--- config.mk ---
export PLATFORM = sky130hd
export DESIGN_NAME = fb_arbiter
export DESIGN_NICKNAME = d
export VERILOG_FILES = /design/src/rtl/fb_pkg.sv /design/src/rtl/fb_wr_fifo.sv /design/src/rtl/fb_arbiter.sv
export SDC_FILE = /design/constraint.sdc
export NUM_CORES = 1
export LEC_CHECK = 0
export BUFFER_PORTS_ARGS = -buffer_cell sky130_fd_sc_hd__buf_2
export CAP_MARGIN = 10
export CORE_ASPECT_RATIO = 1.4
export CORE_MARGIN = 4
export CORE_UTILIZATION = 55
export CTS_BUF_LIST = sky130_fd_sc_hd__clkbuf_8
export DETAILED_ROUTE_END_ITERATION = 8
export GPL_TIMING_DRIVEN = 1
export PLACE_DENSITY = 0.78
export SLEW_MARGIN = 20
export SYNTH_ARGS = -nofsm -noshare
export SYNTH_HDL_FRONTEND = slang
export SYNTH_SLANG_ARGS = --single-unit
--- constraint.sdc ---
create_clock -name clk -period 3.62 [get_ports clk]
set_input_delay 0.181 -clock clk [delete_from_list [all_inputs] [get_ports clk]]
set_output_delay 0.181 -clock clk [all_outputs]
set_load 0.02 [all_outputs]
--- src/rtl/fb_pkg.sv ---
// rtl/fb_pkg.sv - shared widths, defaults and clear-state encoding for fb_arbiter
package fb_pkg;
  localparam int ADDR_W        = 19;
  localparam int COLOR_W       = 9;
  localparam int FB_PIXELS_DEF = 307200;
  localparam int ENTRY_W       = ADDR_W + COLOR_W;

  typedef enum logic [1:0] {
    IDLE  = 2'd0,
    CLEAR = 2'd1,
    DONE  = 2'd2
  } clr_state_e;

  typedef struct packed {
    logic [ADDR_W-1:0]  addr;
    logic [COLOR_W-1:0] color;
  } drw_entry_t;
endpackage

--- src/rtl/fb_wr_fifo.sv ---
// rtl/fb_wr_fifo.sv - draw-write FIFO with full/empty flags and async active-low reset
module fb_wr_fifo #(
  parameter int DEPTH = 4,
  parameter int WIDTH = 28
) (
  input  logic             clk,
  input  logic             rst_n,
  input  logic             i_push,
  input  logic [WIDTH-1:0] i_wdata,
  input  logic             i_pop,
  output logic [WIDTH-1:0] o_rdata,
  output logic             o_full,
  output logic             o_empty
);
  localparam int PTR_W = (DEPTH > 1) ? $clog2(DEPTH) : 1;

  logic [WIDTH-1:0] r_mem [DEPTH];
  logic [PTR_W:0]   r_wptr;
  logic [PTR_W:0]   r_rptr;
  logic             w_push_ok;
  logic             w_pop_ok;

  // Extra pointer bit distinguishes full from empty when the indices match.
  assign o_empty   = (r_wptr == r_rptr);
  assign o_full    = (r_wptr[PTR_W] != r_rptr[PTR_W]) &&
                     (r_wptr[PTR_W-1:0] == r_rptr[PTR_W-1:0]);
  assign w_push_ok = i_push && !o_full;
  assign w_pop_ok  = i_pop && !o_empty;
  assign o_rdata   = r_mem[r_rptr[PTR_W-1:0]];

  always_ff @(posedge clk or negedge rst_n) begin
    if (!rst_n) begin
      r_wptr <= '0;
      r_rptr <= '0;
    end else begin
      if (w_push_ok) r_wptr <= r_wptr + (PTR_W+1)'(1);
      if (w_pop_ok)  r_rptr <= r_rptr + (PTR_W+1)'(1);
    end
  end

  always_ff @(posedge clk) begin
    if (w_push_ok) r_mem[r_wptr[PTR_W-1:0]] <= i_wdata;
  end
endmodule

--- src/rtl/fb_arbiter.sv ---
// rtl/fb_arbiter.sv - frame-buffer port arbiter: video read > clear write > draw FIFO write
module fb_arbiter
  import fb_pkg::*;
#(
  parameter int FB_PIXELS  = FB_PIXELS_DEF,
  parameter int FIFO_DEPTH = 4
) (
  input  logic               clk,
  input  logic               rst_n,
  input  logic               vid_req,
  input  logic [ADDR_W-1:0]  vid_addr,
  output logic               vid_valid,
  output logic [COLOR_W-1:0] vid_data,
  input  logic               drw_valid,
  output logic               drw_ready,
  input  logic [ADDR_W-1:0]  drw_addr,
  input  logic [COLOR_W-1:0] drw_color,
  input  logic               clr_start,
  input  logic [COLOR_W-1:0] clr_color,
  output logic               clr_busy,
  output logic               clr_done,
  output logic [ADDR_W-1:0]  fb_addr,
  output logic [COLOR_W-1:0] fb_wdata,
  output logic               fb_we,
  output logic               fb_re,
  input  logic [COLOR_W-1:0] fb_rdata
);
  localparam logic [ADDR_W:0]   PIX_LIMIT = (ADDR_W+1)'(FB_PIXELS);
  localparam logic [ADDR_W-1:0] LAST_ADDR = ADDR_W'(FB_PIXELS - 1);

  clr_state_e         r_state;
  clr_state_e         w_state_nxt;
  logic [ADDR_W-1:0]  r_clr_cnt;
  logic [COLOR_W-1:0] r_clr_color;
  logic               r_ready_en;
  logic               r_vid_valid;
  logic               r_vid_oor;
  drw_entry_t         w_head;
  logic               w_full;
  logic               w_empty;
  logic               w_ready;
  logic               w_vid_in;
  logic               w_head_in;
  logic               w_clr_gnt;
  logic               w_drw_gnt;

  assign w_vid_in  = ({1'b0, vid_addr} < PIX_LIMIT);
  assign w_head_in = ({1'b0, w_head.addr} < PIX_LIMIT);
  assign w_clr_gnt = !vid_req && (r_state == CLEAR);
  // The FIFO is frozen while a clear is running so the clear owns the write port.
  assign w_drw_gnt = !vid_req && (r_state != CLEAR) && !w_empty;
  assign w_ready   = r_ready_en && !w_full;

  fb_wr_fifo #(
    .DEPTH (FIFO_DEPTH),
    .WIDTH (ENTRY_W)
  ) u_fifo (
    .clk     (clk),
    .rst_n   (rst_n),
    .i_push  (drw_valid && w_ready),
    .i_wdata ({drw_addr, drw_color}),
    .i_pop   (w_drw_gnt),
    .o_rdata (w_head),
    .o_full  (w_full),
    .o_empty (w_empty)
  );

  always_ff @(posedge clk or negedge rst_n) begin
    if (!rst_n) r_state <= IDLE;
    else        r_state <= w_state_nxt;
  end

  always_comb begin
    w_state_nxt = r_state;
    case (r_state)
      IDLE:    if (clr_start) w_state_nxt = CLEAR;
      CLEAR:   if (w_clr_gnt && (r_clr_cnt == LAST_ADDR)) w_state_nxt = DONE;
      DONE:    w_state_nxt = IDLE;
      default: w_state_nxt = IDLE;
    endcase
  end

  always_ff @(posedge clk or negedge rst_n) begin
    if (!rst_n) begin
      r_clr_cnt   <= '0;
      r_clr_color <= '0;
    end else if ((r_state == IDLE) && clr_start) begin
      r_clr_cnt   <= '0;
      r_clr_color <= clr_color;
    end else if (w_clr_gnt) begin
      r_clr_cnt <= (r_clr_cnt == LAST_ADDR) ? '0 : r_clr_cnt + ADDR_W'(1);
    end
  end

  // r_ready_en keeps drw_ready low for the first cycle out of reset.
  always_ff @(posedge clk or negedge rst_n) begin
    if (!rst_n) begin
      r_ready_en  <= 1'b0;
      r_vid_valid <= 1'b0;
      r_vid_oor   <= 1'b0;
    end else begin
      r_ready_en  <= 1'b1;
      r_vid_valid <= vid_req;
      r_vid_oor   <= !w_vid_in;
    end
  end

  always_comb begin
    fb_we    = 1'b0;
    fb_re    = 1'b0;
    fb_addr  = '0;
    fb_wdata = '0;
    if (vid_req) begin
      if (w_vid_in) begin
        fb_re   = 1'b1;
        fb_addr = vid_addr;
      end
    end else if (w_clr_gnt) begin
      fb_we    = 1'b1;
      fb_addr  = r_clr_cnt;
      fb_wdata = r_clr_color;
    end else if (w_drw_gnt && w_head_in) begin
      fb_we    = 1'b1;
      fb_addr  = w_head.addr;
      fb_wdata = w_head.color;
    end
  end

  assign vid_valid = r_vid_valid;
  assign vid_data  = (r_vid_valid && !r_vid_oor) ? fb_rdata : '0;
  assign drw_ready = w_ready;
  assign clr_busy  = (r_state != IDLE);
  assign clr_done  = (r_state == DONE);
endmodule
==> reports/metrics.csv, run 1 <==
stage,metric,value,unit
detailed_routing,drt_iter0_drc,497,
detailed_routing,m1WireLength,5480,microns
grt,antenna_found_initial,0,
timing,setup_violations,0,
logic_synthesis,ys_seq_elements,151,
min_path,hold_end,u_fifo.r_wptr[0],
logic_synthesis,ys.flop_type,edfxtp_1,
timing,setup-tns-final,0,ns
worst_setup_path,r2r_slack,0.91,ns
detailed_routing,routed_wl,15300,microns
logic_synthesis,syn-num-nets,505,
timing,timing.final.crit_share,0.903,
worst_setup_path,cp-end-kind,primary output,
detailed_routing,wl_per_cell,20.4,microns
cells_and_area,multi_input_area,0.00206,sq mm
logic_synthesis,synth.distinct_cells,55,
pwr,pwr-share-clk,0.299,
grt,grt_max_degree,41,
worst_setup_path,r2r-start,u_fifo.r_rptr[0],
detailed_routing,highest_layer,met4,
cts,post_cts_buffers,0,
floorplanning,dieHeight,138,microns
detailed_routing,drtPass1Iterations,6,
grt,grtUsageTotal,0.231,
floorplanning,core_area,0.0118,sq mm
logic_synthesis,synth.avg_cell_area,15.4,sq um
grt,overflow,0,
place,place.gp.congestion,0.872,
timing,holdWs,0.0757,ns
status,status,"finished, final reports clean",
floorplanning,dieArea,0.0138,sq mm
worst_setup_path,cp_data_required_time,3.44,ns
floorplanning,ios,113,
floorplanning,fp.dieW,101,microns
timing,fin_crit,3.27,ns
logic_synthesis,async_flop_share,0.258,
logic_synthesis,netlist_area,0.00659,sq mm
pwr,ir_drop,0.326,mV
logic_synthesis,synth_seq_area_share,0.658,
min_path,whs_path_depth,3,
min_path,hold_path_class,in2reg,
logic_synthesis,muxShareOfSynthArea,0.117,
detailed_routing,wl_met2,8310,microns
worst_setup_path,cp-start-kind,flop,
logic_synthesis,synthSimpleGateAreaFrac,0.0892,
worst_setup_path,max_stage_delay,0.71,ns
cts,cts_buffers,17,
worst_setup_path,cp_common_cell,buf_4,
run,cap_violations,0,
cells_and_area,fin_util,0.687,
pwr,comb_power_share,0.159,
logic_synthesis,syn_inst,429,
cts,cts_buffer_depth,2,
grt,grt_pass1_wl,23500,microns
timing,clock_skew,0.00853,ns
pwr,finalPower,4.04,mW
timing,tightestPinTransition,1.02,ns
cells_and_area,nNetsFinal,663,
worst_setup_path,crit_path_cell_trace,"buf_4, xor2_1, o311a_1, o211a_1, buf_4, a222oi_1, inv_1, buf_2",
detailed_routing,ant_nets,0,
detailed_routing,drc_errors,0,
place,portBuffers,112,
pwr,intPower,2.91,mW
floorplanning,start_util,0.560,
pwr,p_sw_frac,0.279,
detailed_routing,vias,4519,
place,dp_cells,674,
logic_synthesis,synth_top_family_by_area,multiplexers,
cts,clk_latency,0.44,ns
cells_and_area,seqCellArea,0.00434,sq mm
logic_synthesis,yosys.area_share.adder,0.0114,
worst_setup_path,rr_endpoint,u_fifo.r_mem[0][13],
pwr,p_switching,1.13,mW
pwr,powerDensity,500,mW/mm^2
cts,cts_resized,0,
timing,hold_violations,0,
cells_and_area,n_fill_cell,797,
cells_and_area,instances_no_fill,748,
logic_synthesis,synth_edf_count,112,
cts,path_clk_slew,0.08,ns
pwr,sequentialPowerShare,0.542,
logic_synthesis,synth_xor_area_frac,0.00930,
detailed_routing,route.met3.wl,1020,microns
pwr,p_leak,3.24,nW
worst_setup_path,crit_type,reg2out,
timing,slew_viol_final,0,
cts,root_buffer,clkbuf_8,
cts,tritoncts,yes,
timing,max_clock_freq,306,MHz
timing,max_slew_margin,0.315,
cts,htreeDepth,4,
floorplanning,row_count,47,
worst_setup_path,reg2reg_depth,6,
detailed_routing,vias_per_cell,6.04,
min_path,hp-start,drw_valid,
timing,rsz0062_at_grt,no,
worst_setup_path,worstPathArrival,3.09,ns
logic_synthesis,synth_compound_area_frac,0.0841,
logic_synthesis,yosysWarnings,0,
cells_and_area,drive_above_1_share,0.343,
worst_setup_path,crit_fanout,23,
grt,first_global_vias,4537,
cells_and_area,syn_to_final_growth,22.7,%
cts,clock-sinks,151,
place,hpwl,10000,microns
worst_setup_path,slowest_stage,dfrtp_2,
cells_and_area,final_cell_mix,"buf_2, edfxtp_1, dlygate4sd3_1",
==> registers in the layout, summed over array words and instances (netlist names) <==
register / cells
u_fifo.r_mem: 112
r_clr_color: 9
u_fifo.r_wptr: 3
r_state: 2
u_fifo.r_rptr: 3
r_vid_oor: 1
vid_valid: 1
r_clr_cnt: 19
r_ready_en: 1
==> worst max-delay path: cells and delay by family (launching register included) <==
| kind | cells | cell delay, ns |
|---|---|---|
| buffers and inverters | 4 | 0.79 |
| DFF | 1 | 0.71 |
| xor gates and xnor gates | 1 | 0.10 |
| AOI/OAI and AO/OA | 3 | 1.03 |
==> power by group through the flow <==
stage	clock network, mW	logic (mW)	registers [mW]
floorplan	0	0.436	2.16
global placement	0	0.594	2.21
detailed placement	0	0.610	2.23
CTS	1.23	0.647	2.19
global route	1.31	0.707	2.21
finish	1.21	0.643	2.19
==> final cells by class <==
type	count	share of cell area
Clock inverter	15	0.0175
Multi-Input combinational cell	236	0.255
Clock buffer	17	0.0289
Inverter	16	0.00743
Sequential cell	151	0.537
Antenna cell	1	0.000310
Timing Repair Buffer	165	0.131
Tap cell	147	0.0227
==> cells by family (layout without fill, tap and decap cells) <==
kind of cell	after synthesis	count (layout)
AOI/OAI and AO/OA	72	72
adders and majority gates	6	6
muxes	40	40
other	1	2
and+or+nand+nor	110	110
DFF	151	151
buffers and inverters	42	213
xor gates and xnor gates	7	7
==> worst max path at each step <==
| stage | from | end | slack (ns) | depth (start not counted) |
|---|---|---|---|---|
| 6_report | u_fifo.r_rptr[0] | fb_addr[7] | 0.35 | 8 |
| 5_1_grt | u_fifo.r_rptr[0] | fb_addr[10] | 0.1 | 8 |
| 4_1_cts | u_fifo.r_rptr[0] | fb_addr[7] | 0.29 | 8 |
| 3_5_place_dp | u_fifo.r_rptr[0] | fb_addr[7] | 0.79 | 8 |
| 3_3_place_gp | u_fifo.r_rptr[0] | fb_addr[8] | 0.86 | 8 |
| 2_1_floorplan | u_fifo.r_rptr[0] | u_fifo.r_mem[3][0] | 0.83 | 5 |
==> per-stage QoR <==
stage | cell area (sq um) | setup WS (ns)
6_report | 8090 | 0.351
5_1_grt | 8080 | 0.0953
4_1_cts | 8080 | 0.295
3_5_place_dp | 7300 | 0.790
3_3_place_gp | 7300 | 0.859
2_1_floorplan | 6590 | 0.830
==> synthesized netlist by cell type, types with 5 or more instances <==
cell | count | area, sq um
nand3_1 | 12 | 60.1
dfrtp_1 | 39 | 976
mux2_2 | 12 | 135
a222oi_1 | 11 | 110
buf_2 | 9 | 45.0
nor2_1 | 15 | 56.3
xor2_1 | 5 | 43.8
a22o_1 | 10 | 87.6
and3_1 | 7 | 43.8
mux4_2 | 27 | 608
inv_1 | 16 | 60.1
edfxtp_1 | 112 | 3360
clkbuf_1 | 9 | 33.8
ha_1 | 6 | 75.1
nand2_1 | 29 | 109
nand4_1 | 7 | 43.8
o21ai_0 | 16 | 80.1
and2_1 | 12 | 75.1
a22oi_1 | 5 | 37.5
==> layer usage <==
layer | vias to the layer above | global-route usage
met3 | 34 | 0.0517
met4 | 0 | 0.106
met1 | 2265 | 0.262
li1 | 2003 | -
met5 | - | 0
met2 | 217 | 0.412
==> timing repair <==
item | CTS | global route
hold buffers | 41 | 0
endpoints found under the setup margin | 0 | 0
endpoints found under the hold margin | 163 | 0
Note: power is estimated with default switching activity, not from simulation.
==> inputs of run 2 (changes only) <==
Settings changed: SYNTH_HIERARCHICAL set to 1.
==> run 2 against run 1 <==
Clock power fell by 4%. Total power is 1.1% higher. Non-clock buffer count down 2. Hold slack worse by 0.049 ns. Sequential power about the same. Sequential cell count is the same. Sequential share of layout area fell by 1.3 points. Register-to-register slack got worse by 0.13 ns. Synthesized cell count grew 7.9%. Setup slack got worse by 0.020 ns. Highest routed layer is now met5.
==> reports/metrics.csv, run 2 <==
stage,metric,value,unit,change
pwr,powerDensity,493,mW/mm^2,-1.3%
place,place.gp.congestion,0.845,,-3.1%
logic_synthesis,synth_seq_area_share,0.636,,-0.0223
logic_synthesis,yosysMostFrequentCell,edfxtp_1,,
cts,cts_buffers,17,,unchanged
floorplanning,core_area,0.0120,sq mm,+2.0%
logic_synthesis,synth.avg_cell_area,14.7,sq um,-4.1%
timing,fin_ws,0.331,ns,-0.0202 ns
place,postPlaceCellArea,0.00753,sq mm,+3.2%
logic_synthesis,netlist_area,0.00682,sq mm,+3.5%
detailed_routing,m1WireLength,5970,microns,+8.9%
cts,htreeDepth,4,,unchanged
run,cap_violations,0,,unchanged
logic_synthesis,async_flop_share,0.258,,unchanged
cts,cts_buffer_depth,2,,unchanged
cells_and_area,stdcell_area,0.00828,sq mm,+2.4%
pwr,p_sw_frac,0.287,,+0.00772
detailed_routing,wl_per_cell,20.2,microns,-1.2%
logic_synthesis,syn_inst,463,,+7.9%
timing,tightestPinTransition,0.914,ns,-0.110 ns
pwr,pwr-share-clk,0.284,,-0.015
pwr,p_leak,3.20,nW,-1.0%
grt,antenna_found_initial,1,,+1
logic_synthesis,synth.distinct_cells,59,,+7.3%
detailed_routing,highest_layer,met5,,
worst_setup_path,cp_num_buf_inv,2,,-2
detailed_routing,drtPass1Iterations,5,,-1
grt,overflow,0,,unchanged
cells_and_area,instances_no_fill,776,,+3.7%
pwr,sequentialPowerShare,0.539,,-0.003
floorplanning,start_util,0.569,,+0.00831
cts,tritoncts,yes,,
cts,path_clk_slew,0.08,ns,about the same
worst_setup_path,crit_path_cell_trace,"mux4_2, a21o_1, a211oi_1, o21a_1, buf_12, a221o_1, buf_2",,
pwr,p_switching,1.17,mW,+3.9%
worst_setup_path,rr_endpoint,u_fifo/r_mem[3][13],,
logic_synthesis,synthTopCellsByArea,"edfxtp_1, dfrtp_1, mux4_2",,
timing,rsz0062_at_grt,no,,
detailed_routing,vias_per_cell,6.12,,+1.3%
worst_setup_path,cp-end-kind,primary output,,
logic_synthesis,synthTopCellsByCount,"edfxtp_1, nand2_1, dfrtp_1, mux4_2, and2_1",,
cts,post_cts_buffers,0,,unchanged
detailed_routing,drc_errors,0,,unchanged
logic_synthesis,ys.flop_type,edfxtp_1,,
worst_setup_path,r2r-start,u_fifo/r_rptr[0],,
cells_and_area,multi_input_area,0.00230,sq mm,+12%
min_path,hold_path_class,in2reg,,
cts,cts_resized,0,,unchanged
grt,grt_pass1_wl,24900,microns,+6.0%
logic_synthesis,synth_top_area_frac,0.493,,-0.0173
floorplanning,fp.dieW,102,microns,+1.6%
logic_synthesis,ys_seq_elements,151,,unchanged
logic_synthesis,yosysWarnings,6,,+6
grt,grtUsageTotal,0.230,,-0.000491
place,portBuffers,112,,unchanged
cts,clock-sinks,151,,unchanged
place,dp_slack,0.762,ns,-0.0271 ns
detailed_routing,route.met3.wl,1190,microns,+17%
detailed_routing,ant_nets,0,,unchanged
logic_synthesis,synth_area_leader_cell,edfxtp_1,,
place,hpwl,10100,microns,+0.30%
logic_synthesis,syn-num-nets,539,,+6.7%
worst_setup_path,cp_data_required_time,3.44,ns,about the same
worst_setup_path,worstPathArrival,3.11,ns,+0.02 ns
worst_setup_path,crit_type,reg2out,,
timing,slew_viol_final,0,,unchanged
cts,root_buffer,clkbuf_8,,
grt,first_global_vias,4805,,+5.9%
status,status,"finished, final reports clean",,
floorplanning,ios,113,,unchanged
timing,max_slew_margin,0.388,,+0.0735
grt,grt_max_degree,40,,-2.4%
cells_and_area,n_fill_cell,859,,+7.8%
pwr,ir_drop,0.356,mV,+9.1%
worst_setup_path,crit_end,fb_addr[2],,
logic_synthesis,synth_edf_count,112,,unchanged
timing,fin_crit,3.29,ns,+0.0202 ns
detailed_routing,routed_wl,15700,microns,+2.5%
worst_setup_path,max_stage_delay,0.68,ns,-0.03 ns
worst_setup_path,cp_top_family,compound AO/OA/AOI/OAI gates,,
timing,setup_violations,0,,unchanged
cells_and_area,drive_above_1_share,0.300,,-0.0429
cts,clk_latency,0.44,ns,about the same
floorplanning,row_count,47,,unchanged
cells_and_area,final_cell_mix,"buf_2, edfxtp_1, nand2_1",,
cells_and_area,largest_reg_flops,112,,unchanged
pwr,intPower,2.91,mW,about the same
pwr,comb_power_share,0.177,,+0.018
cells_and_area,nNetsFinal,692,,+4.4%
detailed_routing,wl_met2,8180,microns,-1.6%
cells_and_area,syn_to_final_growth,21.4,%,
worst_setup_path,slowest_stage,dfrtp_2,,
worst_setup_path,crit_start,u_fifo/r_rptr[0],,
place,dp_cells,705,,+4.6%
floorplanning,dieArea,0.0143,sq mm,+3.3%
worst_setup_path,r2r_slack,0.78,ns,-0.13 ns
timing,clock_skew,0.00962,ns,+0.00109 ns
detailed_routing,drt_iter0_drc,573,,+15%
worst_setup_path,cp-start-kind,flop,,
timing,setup-tns-final,0,ns,unchanged
worst_setup_path,crit_fanout,21,,-8.7%
timing,timing.final.crit_share,0.909,,+0.00558
detailed_routing,vias,4750,,+5.1%
worst_setup_path,reg2reg_depth,9,,+3
floorplanning,dieHeight,140,microns,+1.6%
timing,max_clock_freq,304,MHz,-0.61%
cells_and_area,seqCellArea,0.00434,sq mm,unchanged
cells_and_area,diodes,0,,-1
worst_setup_path,path_depth,7,,-1
timing,hold_violations,0,,unchanged
[run 2: changes by cell type after synthesis, sizes merged, moves of 5 or more]
cell	before	now
o21ai	21	11
inv	16	11
mux2	12	0
nand3	12	17
a222oi	11	0
clkbuf	10	17
o31ai	1	9
o211ai	1	8
nand4	8	2
nor2	15	10
nand2	29	46
and2	12	24
a22oi	5	0
a221o	3	19
[run 2: metal layers]
metal	up-vias	GRT usage
met1	2365	0.290
met3	28	0.0591
met5	-	0
li1	2129	-
met2	226	0.384
met4	2	0.0822
[run 2: worst min path at each step]
stage	slack (ns)	startpoint	to	cells past startpoint
after floorplan	-0.11	rst_n	r_clr_cnt[0]	0
after global placement	0.35	rst_n	r_clr_cnt[3]	1
after detailed placement	0.36	rst_n	r_clr_cnt[0]	1
after CTS	0.006	clr_start	r_state[0]	3
after global routing	0.05	clr_start	r_state[0]	3
final	0.03	clr_start	r_state[0]	3
[run 2: cells by family (layout without fill, tap and decap cells)]
family,count (synthesis),after routing,share of synthesized area
flops,151,151,0.636
simple gates,138,138,0.107
compound gates,89,89,0.106
buf+inv,40,206,0.0275
mux,29,29,0.0955
xor+xnor,9,9,0.0165
fa+ha+maj,6,6,0.0110
other cells,1,1,0.000550
[run 2: repair_timing]
action / in CTS / in global routing
endpoints found under the setup margin: 0 / 0
hold buffers: 39 / 0
hold endpoints to repair: 161 / 0
[run 2: worst min-delay path: stages]
cell and delay, ns:
buf_2 0.11, nor2_1 0.08, a211oi_1 0.05
[run 2: layout make-up]
cell class	count	share of cell area
Inverter	11	0.00499
Tap cell	147	0.0222
Multi-Input combinational cell	272	0.278
Clock inverter	14	0.0136
Timing Repair Buffer	163	0.127
Clock buffer	18	0.0299
Sequential cell	151	0.524
[run 2: stage by stage]
| step | power, mW | hold WS [ns] | utilization |
|---|---|---|---|
| final | 4.08 | 0.0265 | 0.690 |
| after detailed placement | 2.92 | 0.363 | 0.628 |
| after global placement | 2.88 | 0.354 | 0.628 |
| after global routing | 4.27 | 0.0538 | 0.690 |
| after CTS | 4.10 | 0.00645 | 0.690 |
| after floorplan | 2.67 | -0.115 | - |
[run 2: power groups by stage]
| stage | Sequential (mW) | Clock, mW | Combinational (mW) |
|---|---|---|---|
| finish | 2.20 | 1.16 | 0.724 |
| floorplan | 2.19 | 0 | 0.479 |
| global placement | 2.22 | 0 | 0.660 |
| detailed placement | 2.23 | 0 | 0.686 |
| CTS | 2.20 | 1.18 | 0.723 |
| global route | 2.22 | 1.26 | 0.793 |
